File: src/rtl/shift_pkg.sv
// rtl/shift_pkg.sv - shared state/direction types for the serial arithmetic shifter
package shift_pkg;

    typedef enum logic [1:0] {
        S_IDLE,
        S_SHIFT,
        S_DONE
    } shift_state_t;

    typedef enum logic {
        DIR_SRA = 1'b0,
        DIR_SLL = 1'b1
    } shift_dir_t;

endpackage

File: src/rtl/sra_serial_shifter_if.sv
// rtl/sra_serial_shifter_if.sv - load/result handshake bundle for the serial shifter
interface sra_serial_shifter_if #(
    parameter int N = 8
);
    localparam int AW = $clog2(N + 2);

    logic          in_valid;
    logic          in_ready;
    logic [N:0]    in_data;
    logic [AW-1:0] in_amt;
    logic          in_dir;
    logic          out_valid;
    logic          out_ready;
    logic [N:0]    out_data;
    logic [AW-1:0] step_cnt;
    logic          busy;

    modport master (
        output in_valid, in_data, in_amt, in_dir, out_ready,
        input  in_ready, out_valid, out_data, step_cnt, busy
    );

    modport slave (
        input  in_valid, in_data, in_amt, in_dir, out_ready,
        output in_ready, out_valid, out_data, step_cnt, busy
    );

endinterface

File: src/rtl/shift_step.sv
// rtl/shift_step.sv - one-bit shift: arithmetic right (sign-fill) or logical left (zero-fill)
module shift_step
    import shift_pkg::*;
#(
    parameter int N = 8
) (
    input  logic [N:0] data_i,
    input  shift_dir_t dir_i,
    output logic [N:0] data_o
);

    assign data_o = (dir_i == DIR_SLL) ? {data_i[N-1:0], 1'b0}
                                       : {data_i[N], data_i[N:1]};

endmodule

File: src/rtl/sra_serial_shifter.sv
// rtl/sra_serial_shifter.sv - serial shifter, one bit per clock, result held until out_ready
module sra_serial_shifter
    import shift_pkg::*;
#(
    parameter int N = 8
) (
    input  logic                 clk,
    input  logic                 rst,
    sra_serial_shifter_if.slave  bus
);

    localparam int AW = $clog2(N + 2);
    localparam logic [AW-1:0] MAX_AMT = AW'(N + 1);

    shift_state_t  state_q;
    logic [N:0]    data_q;
    logic [AW-1:0] step_q;
    logic [AW-1:0] rem_q;
    shift_dir_t    dir_q;

    logic [N:0]    shifted_d;
    logic [AW-1:0] amt_clamp_d;
    logic [AW-1:0] step_next_d;

    shift_step #(.N(N)) u_step (
        .data_i (data_q),
        .dir_i  (dir_q),
        .data_o (shifted_d)
    );

    // Counts beyond the word width would shift out every bit anyway.
    assign amt_clamp_d = (bus.in_amt > MAX_AMT) ? MAX_AMT : bus.in_amt;
    assign step_next_d = step_q + AW'(1);

    always_ff @(posedge clk) begin
        if (rst) begin
            state_q <= S_IDLE;
            data_q  <= '0;
            step_q  <= '0;
            rem_q   <= '0;
            dir_q   <= DIR_SRA;
        end else begin
            case (state_q)
                S_IDLE: begin
                    if (bus.in_valid) begin
                        data_q  <= bus.in_data;
                        dir_q   <= shift_dir_t'(bus.in_dir);
                        step_q  <= '0;
                        rem_q   <= amt_clamp_d;
                        state_q <= (amt_clamp_d != '0) ? S_SHIFT : S_DONE;
                    end
                end
                S_SHIFT: begin
                    data_q <= shifted_d;
                    step_q <= step_next_d;
                    if (step_next_d == rem_q) begin
                        state_q <= S_DONE;
                    end
                end
                S_DONE: begin
                    if (bus.out_ready) begin
                        state_q <= S_IDLE;
                    end
                end
                default: state_q <= S_IDLE;
            endcase
        end
    end

    assign bus.in_ready  = (state_q == S_IDLE);
    assign bus.out_valid = (state_q == S_DONE);
    assign bus.busy      = (state_q == S_SHIFT) || (state_q == S_DONE);
    assign bus.out_data  = data_q;
    assign bus.step_cnt  = step_q;

endmodule
File: src/flat_wrapper.sv
// flat-port wrapper written by rule: the top's interface ports become plain ports
module sra_serial_shifter_flat import shift_pkg::*;
#(
    parameter int N = 8
)
  (clk, rst, bus_in_valid, bus_in_data, bus_in_amt, bus_in_dir, bus_out_ready, bus_in_ready, bus_out_valid, bus_out_data, bus_step_cnt, bus_busy);
  sra_serial_shifter_if #(.N(N)) bus_i ();
  input  logic clk;
  input  logic rst;
  input wire logic [$bits(bus_i.in_valid)-1:0] bus_in_valid;
  input wire logic [$bits(bus_i.in_data)-1:0] bus_in_data;
  input wire logic [$bits(bus_i.in_amt)-1:0] bus_in_amt;
  input wire logic [$bits(bus_i.in_dir)-1:0] bus_in_dir;
  input wire logic [$bits(bus_i.out_ready)-1:0] bus_out_ready;
  output wire logic [$bits(bus_i.in_ready)-1:0] bus_in_ready;
  output wire logic [$bits(bus_i.out_valid)-1:0] bus_out_valid;
  output wire logic [$bits(bus_i.out_data)-1:0] bus_out_data;
  output wire logic [$bits(bus_i.step_cnt)-1:0] bus_step_cnt;
  output wire logic [$bits(bus_i.busy)-1:0] bus_busy;
  assign bus_i.in_valid = bus_in_valid;
  assign bus_i.in_data = bus_in_data;
  assign bus_i.in_amt = bus_in_amt;
  assign bus_i.in_dir = bus_in_dir;
  assign bus_i.out_ready = bus_out_ready;
  assign bus_in_ready = bus_i.in_ready;
  assign bus_out_valid = bus_i.out_valid;
  assign bus_out_data = bus_i.out_data;
  assign bus_step_cnt = bus_i.step_cnt;
  assign bus_busy = bus_i.busy;
  sra_serial_shifter #(.N(N)) u_core (.clk(clk), .rst(rst), .bus(bus_i));
endmodule
File: config.mk
export PLATFORM = sky130hd
export DESIGN_NAME = sra_serial_shifter_flat
export DESIGN_NICKNAME = d
export VERILOG_FILES = /design/src/rtl/shift_pkg.sv /design/src/rtl/sra_serial_shifter_if.sv /design/src/rtl/shift_step.sv /design/src/rtl/sra_serial_shifter.sv /design/src/flat_wrapper.sv
export SDC_FILE = /design/constraint.sdc
export NUM_CORES = 1
export LEC_CHECK = 0
export BUFFER_PORTS_ARGS = -buffer_cell sky130_fd_sc_hd__buf_2
export CAP_MARGIN = 0
export CORE_MARGIN = 1.5
export CORE_UTILIZATION = 38
export DETAILED_ROUTE_END_ITERATION = 6
export MAX_ROUTING_LAYER = met4
export PLACE_DENSITY = 0.66
export SLEW_MARGIN = 15
export SYNTH_ARGS = -nofsm -noshare
export SYNTH_HDL_FRONTEND = slang
export SYNTH_SLANG_ARGS = --single-unit
File: constraint.sdc
create_clock -name clk -period 3.3 [get_ports clk]
set_input_delay 0 -clock clk [delete_from_list [all_inputs] [get_ports clk]]
set_output_delay 0 -clock clk [all_outputs]
set_load 0.1 [all_outputs]
# Yosys cells after proc, flatten, opt, wreduce, memory -nomap -nowiden
# Index checks and enable logic that the tools add are counted.
# op_classes
muxes	11
reduce_logical	8
order_cmp	1
n_eq_ne	7
n_addsub	1
# ops
cell	n
2-to-1 mux 9 bit	2
case mux 9 bit (2 select lines)	1
2-to-1 mux 2 bit	4
2-to-1 mux 4 bit	2
case mux 4 bit (2 select lines)	1
case mux 2 bit (3 select lines)	1
AND reduction 3 bit	2
adder 4 x 1 -> 4 bit, second input constant	1
equality test 4 bit	1
> comparator 4 bit, second input constant	1
!= test 2 x 1 -> 1 bit, second input constant	2
!= test 2 bit, second input constant	2
AND reduction 2 bit	2
nonzero test 4 bit	1
equality test 2 x 1 -> 1 bit, second input constant	1
equality test 2 bit, second input constant	1
zero test 2 bit	1
nonzero test 2 bit	1
logical OR 1 bit	1
# totals
reg_bits	20
input_bits	18
output_inout_bits	16
word_cells	34

# Logic depth before layout (Yosys ltp)
# Gate-level depths: netlist of run 1.
# depth
word_depth	6
ltp_mapped	8
ltp_nobuf	7

# Modules after synthesis
# From an unflattened synthesis of run 1, not the netlist that was laid out.
# unflattened
cells_unflattened	123
area_unflattened_um2	1176.1
# modules_own_cells
mod	cells_per_inst	seq_area_each_um2	area_per_inst_um2	n_inst
sra_serial_shifter	113	400.4	1036.0	1
shift_step	10	0.0	140.1	1

# Least setup slack after synthesis of run 1
# OpenSTA, ideal clock, no wires.
# synth_timing
path_type	register to register
startpoint	register u_core.state_q[0]
endpoint	register u_core.data_q[1] (netlist: u_core.bus.out_data[1])
setup_ps	128
synth_period_minus_slack_ps	2426
setup_slack_ps	874
n_path_buf	1
required_time_ps	3172
t_arrival_ps	2299
stages_incl_launch_ff	9
cell_sequence	dfxtp_1 inv_1 ha_1 nand2b_1 o21ai_0 clkbuf_1 a211oi_1 a21oi_1 nor2_1
# synth_via
elab_chain_len	3
elab_cells_between_ends	6
classes_between	eq/ne: 2; mux: 1; reduce/logical: 3
# synth_rtl
item	line_no	rtl
from (decl)	sra_serial_shifter.sv:15	shift_state_t state_q;
from (signal assigned)	sra_serial_shifter.sv:50	state_q <= (amt_clamp_d != '0) ? S_SHIFT : S_DONE;
zero test 2 bit *	n/a	
via bus_in_ready	flat_wrapper.sv:15	output wire logic [$bits(bus_i.in_ready)-1:0] bus_in_ready;
!= test 2 bit (no line) or nonzero test 2 bit (tied branches)	n/a	
AND reduction 2 bit (no line)	n/a	
to (signal assigned)	sra_serial_shifter.sv:46	data_q <= bus.in_data;
to (signal assigned)	sra_serial_shifter.sv:54	data_q <= shifted_d;
to (decl)	sra_serial_shifter.sv:16	logic [N:0] data_q;
# The timed path passes the listed nets; every way through them passes the cells marked *.
# A chain may end at the register's enable or synchronous reset.

# Worst setup path after layout of run 1
# layout_timing
startpoint	register u_core.state_q[1]
endpoint	register u_core.data_q[5] (netlist: u_core.bus.out_data[5])
# layout_via
elab_chain_len	3
elab_cells_between_ends	6
classes_between	eq/ne: 2; mux: 1; reduce/logical: 3
# layout_rtl
item	line_no	rtl
equality test 2 x 1 -> 1 bit or zero test 2 bit (tied branches)	sra_serial_shifter.sv:43	case (state_q)
nonzero test 2 bit (no line) or != test 2 bit (tied branches)	n/a	
AND reduction 2 bit (no line)	n/a	
# Several ways; a longest one is shown, not always the timed one.

==> reports/results.ini, run 1 <==
[clock_network]
cts-root-buf=clkbuf_4
cts_buffer_depth=2
postCtsSetupBuffers=0
clock_latency_ps=300
cts_made_buffers=3
cts_hold_buf=3
ctsHtreeMaxLevel=1
cts.sinks=20
cts_resized=0
cts_tree=built
clk_pin_slew_ps=100

[critical_path]
crit_type=flop to flop
rrSetupSlack_ps=1100
required_ps=3540
path_buf_inv=2
endpoint_kind=flop
reg2reg_to=u_core.bus.out_data[5]
critical-path-max-stage-delay_ps=730
crit_chain=inv_1, ha_1, o21ai_1, buf_4, a211oi_1, a21oi_1, nor2_1
crit_family=adder cells
cp_max_fo=26
timing.rr.start=u_core.state_q[1]
worst-r2r-cell-count=7
crit_path_start_kind=flop
crit_slowest_cell=ha_1
worstPathArrival_ps=2440

[timing]
setup-tns-final_ps=0
setup_viol=0
fmax_mhz=455
period_share_pct=66.6
rsz0062_at_grt=false
slew-limit-headroom_pct=41.8
fin_skew_ps=11.5
slew_violations=0
hold_viol=0
period_needed_ps=2200
tightestPinTransition_ps=873
hold_ws_ps=17.6

[synth]
synth_fa_ha_area_share_pct=4.64
synth_mux_area_share_pct=7.42
avgSynthCellArea_sq_um=8.11
syn_nets=155
synth_seq_cells=20
synth_simple_gate_area_share_pct=17.5
synth_top_family_by_area=compound AO/OA/AOI/OAI gates
netlist_area_sq_um=1080
syn-instance-count=133
synth-xor-area-share_pct=4.87
yosysSeqAreaShare_pct=37.1
synth_compound_area_share_pct=23.4
yosysWarnings=0
ys_types=25

[outcome]
outcome=completed

[final_layout]
multi_input_area_sq_um=624
mostFrequentLayoutCell=buf_2
syn_to_final_growth_pct=24.4
drive_above_1_share_pct=23.5
final_cell_mix=33 x buf_2, 25 x nor2_1, 20 x dfxtp_1, 17 x a21oi_1, 10 x a211oi_1
seqCellArea_sq_um=400
diodes=0
fill_cells=266
nNetsFinal=189

[drt]
ant_nets=0
drt_pass1_iterations=4
via_per_inst=5.20
wl_per_cell_microns=12.0
routed_wl_microns=2360
drt_iter0_drc=23
route.detailed.drc=0
vias=1025

[global_route]
gr-usage-met3_pct=3.46
antenna_found_initial=0
busiest_layer=met2
globalRouteOverflowTotal=0
grt_pass1_wl_microns=4160
grt_pass1_vias=896
track_usage_pct=16.9
grtUsageMet2_pct=26.4
grt_max_degree=27
grt_use_met1_pct=22.5

[die]
pin_count=34
start_util_pct=39.5
dieArea_sq_um=3170
rows=19
die_y_microns=56.3
core_sq_um=2730
die_w_microns=56.3

[min_path]
hold_path.startpoint=bus_in_valid
holdPathEnd=u_core.dir_q
hp-class=primary input to flop
min_path_cells=3

[placed_design]
port_buffers=33
place.gp.congestion=0.783
dpl.hpwl_microns=1750

[flow_run]
maxCapViolCount=0

synthesized netlist by cell type (all sizes together):
cell type / count / share of area [%]
xnor2: 4 / 3.2
nand2: 6 / 2.1
ha: 4 / 4.6
clkbuf: 5 / 1.7
inv: 6 / 2.1
o22ai: 1 / 0.58
nor3b: 3 / 2.1
nand3: 4 / 1.9
nor4: 1 / 0.58
xor2: 2 / 1.6
nor3: 1 / 0.46
a31oi: 1 / 0.58
nor2: 25 / 8.7
a22oi: 2 / 1.4
mux2i: 8 / 7.4
o21ai: 4 / 1.9
a31o: 1 / 0.81
nand2b: 3 / 1.7
a21oi: 17 / 7.9
dfxtp: 20 / 37
buf: 3 / 1.2
a32oi: 1 / 0.81
a211oi: 10 / 7.0
o41ai: 1 / 2.6
layout make-up:
cell class                      instances  share of cell area [%]
Multi-Input combinational cell         99                    46.5
Sequential cell                        20                    29.9
Timing Repair Buffer                   37                    15.1
Tap cell                               31                    2.89
Clock inverter                          1                    2.24
Clock buffer                            3                    1.68
Inverter                                6                    1.68
sequential cells by signal, summed over array words and instances (netlist names):
register and cells:
u_core.dir_q 1, u_core.rem_q 4, u_core.state_q 2, u_core.bus.out_data 9
u_core.bus.step_cnt 4
metrics by stage:
| stage | util [%] | cells | setup WS (ps) | area [sq um] |
|---|---|---|---|---|
| detailed placement | 46.0 | 190 | 1110 | 1260 |
| finish | 49.1 | 197 | 1100 | 1340 |
| global route | 49.1 | 197 | 839 | 1340 |
| CTS | 49.1 | 197 | 1090 | 1340 |
| floorplan | - | 133 | 874 | 1080 |
| global placement | 46.0 | 190 | 1270 | 1260 |
layer usage:
layer	vias up	routed length, microns
li1	535	-
met1	465	1110
met2	23	1160
met3	2	77
met4	0	14
met5	-	0
worst register-to-register path: stages (launching register included):
cell and delay (ps):
dfxtp_1 340, inv_1 80, ha_1 730, o21ai_1 350, buf_4 290, a211oi_1 210
a21oi_1 70, nor2_1 80
cells by family after synthesis:
group / count (synthesis)
compound gates: 38
xor+xnor: 6
fa+ha+maj: 4
buf+inv: 14
flops: 20
mux: 8
simple gates: 43
worst max path at each step:
stage                                 start                endpoint  cells after the start
after floorplan           u_core.state_q[0]  u_core.bus.out_data[1]                      8
after global placement    u_core.state_q[1]  u_core.bus.out_data[5]                      7
after detailed placement  u_core.state_q[1]  u_core.bus.out_data[8]                      7
after CTS                 u_core.state_q[1]  u_core.bus.out_data[5]                      7
after global routing      u_core.state_q[1]  u_core.bus.out_data[6]                      7
final                     u_core.state_q[1]  u_core.bus.out_data[5]                      7
Power of run 1 is left out: the tool's default activity adds up to more than one toggle a clock period on the data nets, which glitch-free logic cannot reach.
==> run 2, diff against run 1 <==
Settings changed: ABC_AREA from default to 1, PLACE_DENSITY 0.66 to 0.67.
Clock period 3.3 ns to 2.1 ns, I/O delays scaled along.
==> run 2 against run 1 <==
Effect of this change:
- worst setup slack got worse by 840 ps
- sequential cell count unchanged
- design area increased by 4.5%
- largest cell class unchanged
==> reports/results.ini, run 2 <==
[critical_path]
crit_family=buffers and inverters
worst-r2r-cell-count=7  ; unchanged
crit_slowest_cell=dlygate4sd3_1
rrSetupSlack_ps=260  ; -840 ps
cp_num_cells=7  ; unchanged
crit_type=flop to flop
crit_chain=inv_1, ha_1, nand2_2, nor2_1, nand2_1, a21oi_1, dlygate4sd3_1
reg2reg_to=u_core.rem_q[2]
endpoint_kind=flop
crit_path_end=u_core.rem_q[2]
worstPathArrival_ps=2080  ; -360 ps
critical-path-max-stage-delay_ps=550  ; -180 ps
cp_max_fo=8  ; -69%
crit_path_start_kind=flop
required_ps=2340  ; -1200 ps
path_buf_inv=2  ; unchanged
timing.rr.start=u_core.state_q[0]
worstSetupStartpoint=u_core.state_q[0]

[global_route]
globalRouteOverflowTotal=0  ; unchanged
antenna_found_initial=0  ; unchanged
track_usage_pct=18.5  ; +1.6 points
grt_max_degree=13  ; -52%
grt_pass1_wl_microns=4610  ; +11%
grt_pass1_vias=1090  ; +22%

[final_layout]
largest_reg_flops=9  ; unchanged
final_cell_mix=33 x buf_2, 24 x nand2_1, 24 x a21oi_1, 19 x dfxtp_1, 18 x inv_1
syn_to_final_growth_pct=32.4
mostFrequentLayoutCell=buf_2
drive_above_1_share_pct=21.5  ; -2.0 points
diodes=0  ; unchanged
nNetsFinal=219  ; +16%

[synth]
ys.flop_type=dfxtp_1
syn-instance-count=148  ; +11%
yosysSeqAreaShare_pct=37.8  ; +0.70 points
syn_nets=170  ; +9.7%
synthArstFlopShare_pct=0  ; unchanged
ys_types=23  ; -8.0%
synth_top_area_share_pct=37.8  ; +0.70 points
synth_seq_cells=20  ; unchanged
netlist_top_cells_count=24 x a21oi_1, 24 x nand2_1, 20 x dfxtp_1
ys_top_cells_by_area=dfxtp_1 38%, a21oi_1 11%, nand2_1 8.5%
synth_edf_count=0  ; unchanged
netlist_area_sq_um=1060  ; -1.9%
synth_top_area_cell=dfxtp_1
avgSynthCellArea_sq_um=7.15  ; -12%
yosysWarnings=0  ; unchanged

[timing]
period_needed_ps=1840  ; -362 ps
fin_skew_ps=1.89  ; -9.62 ps
slew_violations=0  ; unchanged
hold_viol=0  ; unchanged
rsz0062_at_grt=false
slew-limit-headroom_pct=67.7  ; +26 points
period_share_pct=87.4  ; +21 points
setup-tns-final_ps=0  ; unchanged
tightestPinTransition_ps=488  ; -385 ps
setup_viol=0  ; unchanged
fmax_mhz=545  ; +20%

[die]
dieArea_sq_um=3110  ; -1.8%
die_w_microns=55.8  ; -0.88%
start_util_pct=41.2  ; +1.8 points
pin_count=34  ; unchanged
core_sq_um=2570  ; -6.1%
rows=18  ; -1
die_y_microns=55.8  ; -0.88%

[placed_design]
place.gp.congestion=0.812  ; +3.7%
dpl.hpwl_microns=1900  ; +8.7%
port_buffers=33  ; unchanged

[min_path]
hold_path.startpoint=bus_in_amt[1]
hp-class=primary input to flop

[drt]
wl_met2_microns=1240  ; +6.8%
wl_met3_microns=130  ; +69%
ant_nets=0  ; unchanged
via_per_inst=5.24  ; +0.62%
drt_pass1_iterations=4  ; unchanged
drt_iter0_drc=32  ; +39%
wl_per_cell_microns=11.9  ; -0.94%
vias=1178  ; +15%
routed.top_layer=met4
met1_length_microns=1260  ; +14%
route.detailed.drc=0  ; unchanged
routed_wl_microns=2670  ; +13%

[clock_network]
ctsHtreeMaxLevel=1  ; unchanged
cts_tree=built
cts_buffer_depth=2  ; unchanged
clk_pin_slew_ps=110  ; about the same
clock_latency_ps=290  ; about the same
cts.sinks=20  ; unchanged
postCtsSetupBuffers=0  ; unchanged
cts_made_buffers=3  ; unchanged
cts-root-buf=clkbuf_4

[flow_run]
maxCapViolCount=0  ; unchanged

[outcome]
outcome=completed

-- run 2: cell count changes after synthesis, sizes merged, moves of 9 or more --
cell    previous run  this run
a211oi            10         1
inv                6        19
nand2              6        25
nor2              25        12
o21ai              4        13
-- run 2: per-layer routing --
layer  GRT usage [%]  vias up
li1                -      598
met1            23.4      538
met2            29.3       36
met3            3.02        6
met4            7.67        0
met5               -        -
-- run 2: cells by family (layout without fill, tap and decap cells) --
kind of cell / after synthesis / after routing / share of synthesized area (%)
buffers and inverters: 23 / 70 / 9.69
AOI/OAI and AO/OA: 50 / 50 / 26.7
adders and majority gates: 4 / 4 / 4.73
and+or+nand+nor: 50 / 50 / 20.2
DFF: 20 / 20 / 37.8
xor gates and xnor gates: 1 / 1 / 0.828
-- run 2: cell type report --
type	instances	area, sq um
flip-flops and latches	20	402
fillers	261	1170
well taps	30	37.5
multi-input cells	105	556
inverters	19	71.3
repair buffers	48	313
clock buffers	3	22.5
-- run 2: through the flow --
step	area, sq um	setup WS (ps)	util, %	cells	hold WS, ps
2_1_floorplan	1060	1.99	-	148	143
4_1_cts	1400	272	54.6	225	1.72
6_report	1400	264	54.6	225	9.43
3_5_place_dp	1240	295	48.2	208	280
3_3_place_gp	1240	376	48.2	208	267
5_1_grt	1400	55.5	54.6	225	17.1
-- run 2: worst min-delay path by stage --
stage                      end  slack (ps)  cells past startpoint
2_1_floorplan  u_core.rem_q[2]         140                      2
3_3_place_gp      u_core.dir_q         270                      3
3_5_place_dp      u_core.dir_q         280                      3
4_1_cts        u_core.rem_q[1]           2                      3
5_1_grt        u_core.rem_q[1]          20                      3
6_report       u_core.rem_q[1]           9                      3
-- run 2: what timing repair did --
item	CTS	global route
resized for setup	0	0
endpoints found under the hold margin	15	0
hold buffers	14	0
-- run 2: tightest hold or removal path, stage by stage --
cell and delay (ps):
buf_2 100, a22oi_1 80, nor2_1 90
Power of run 2 is left out for the same reason.
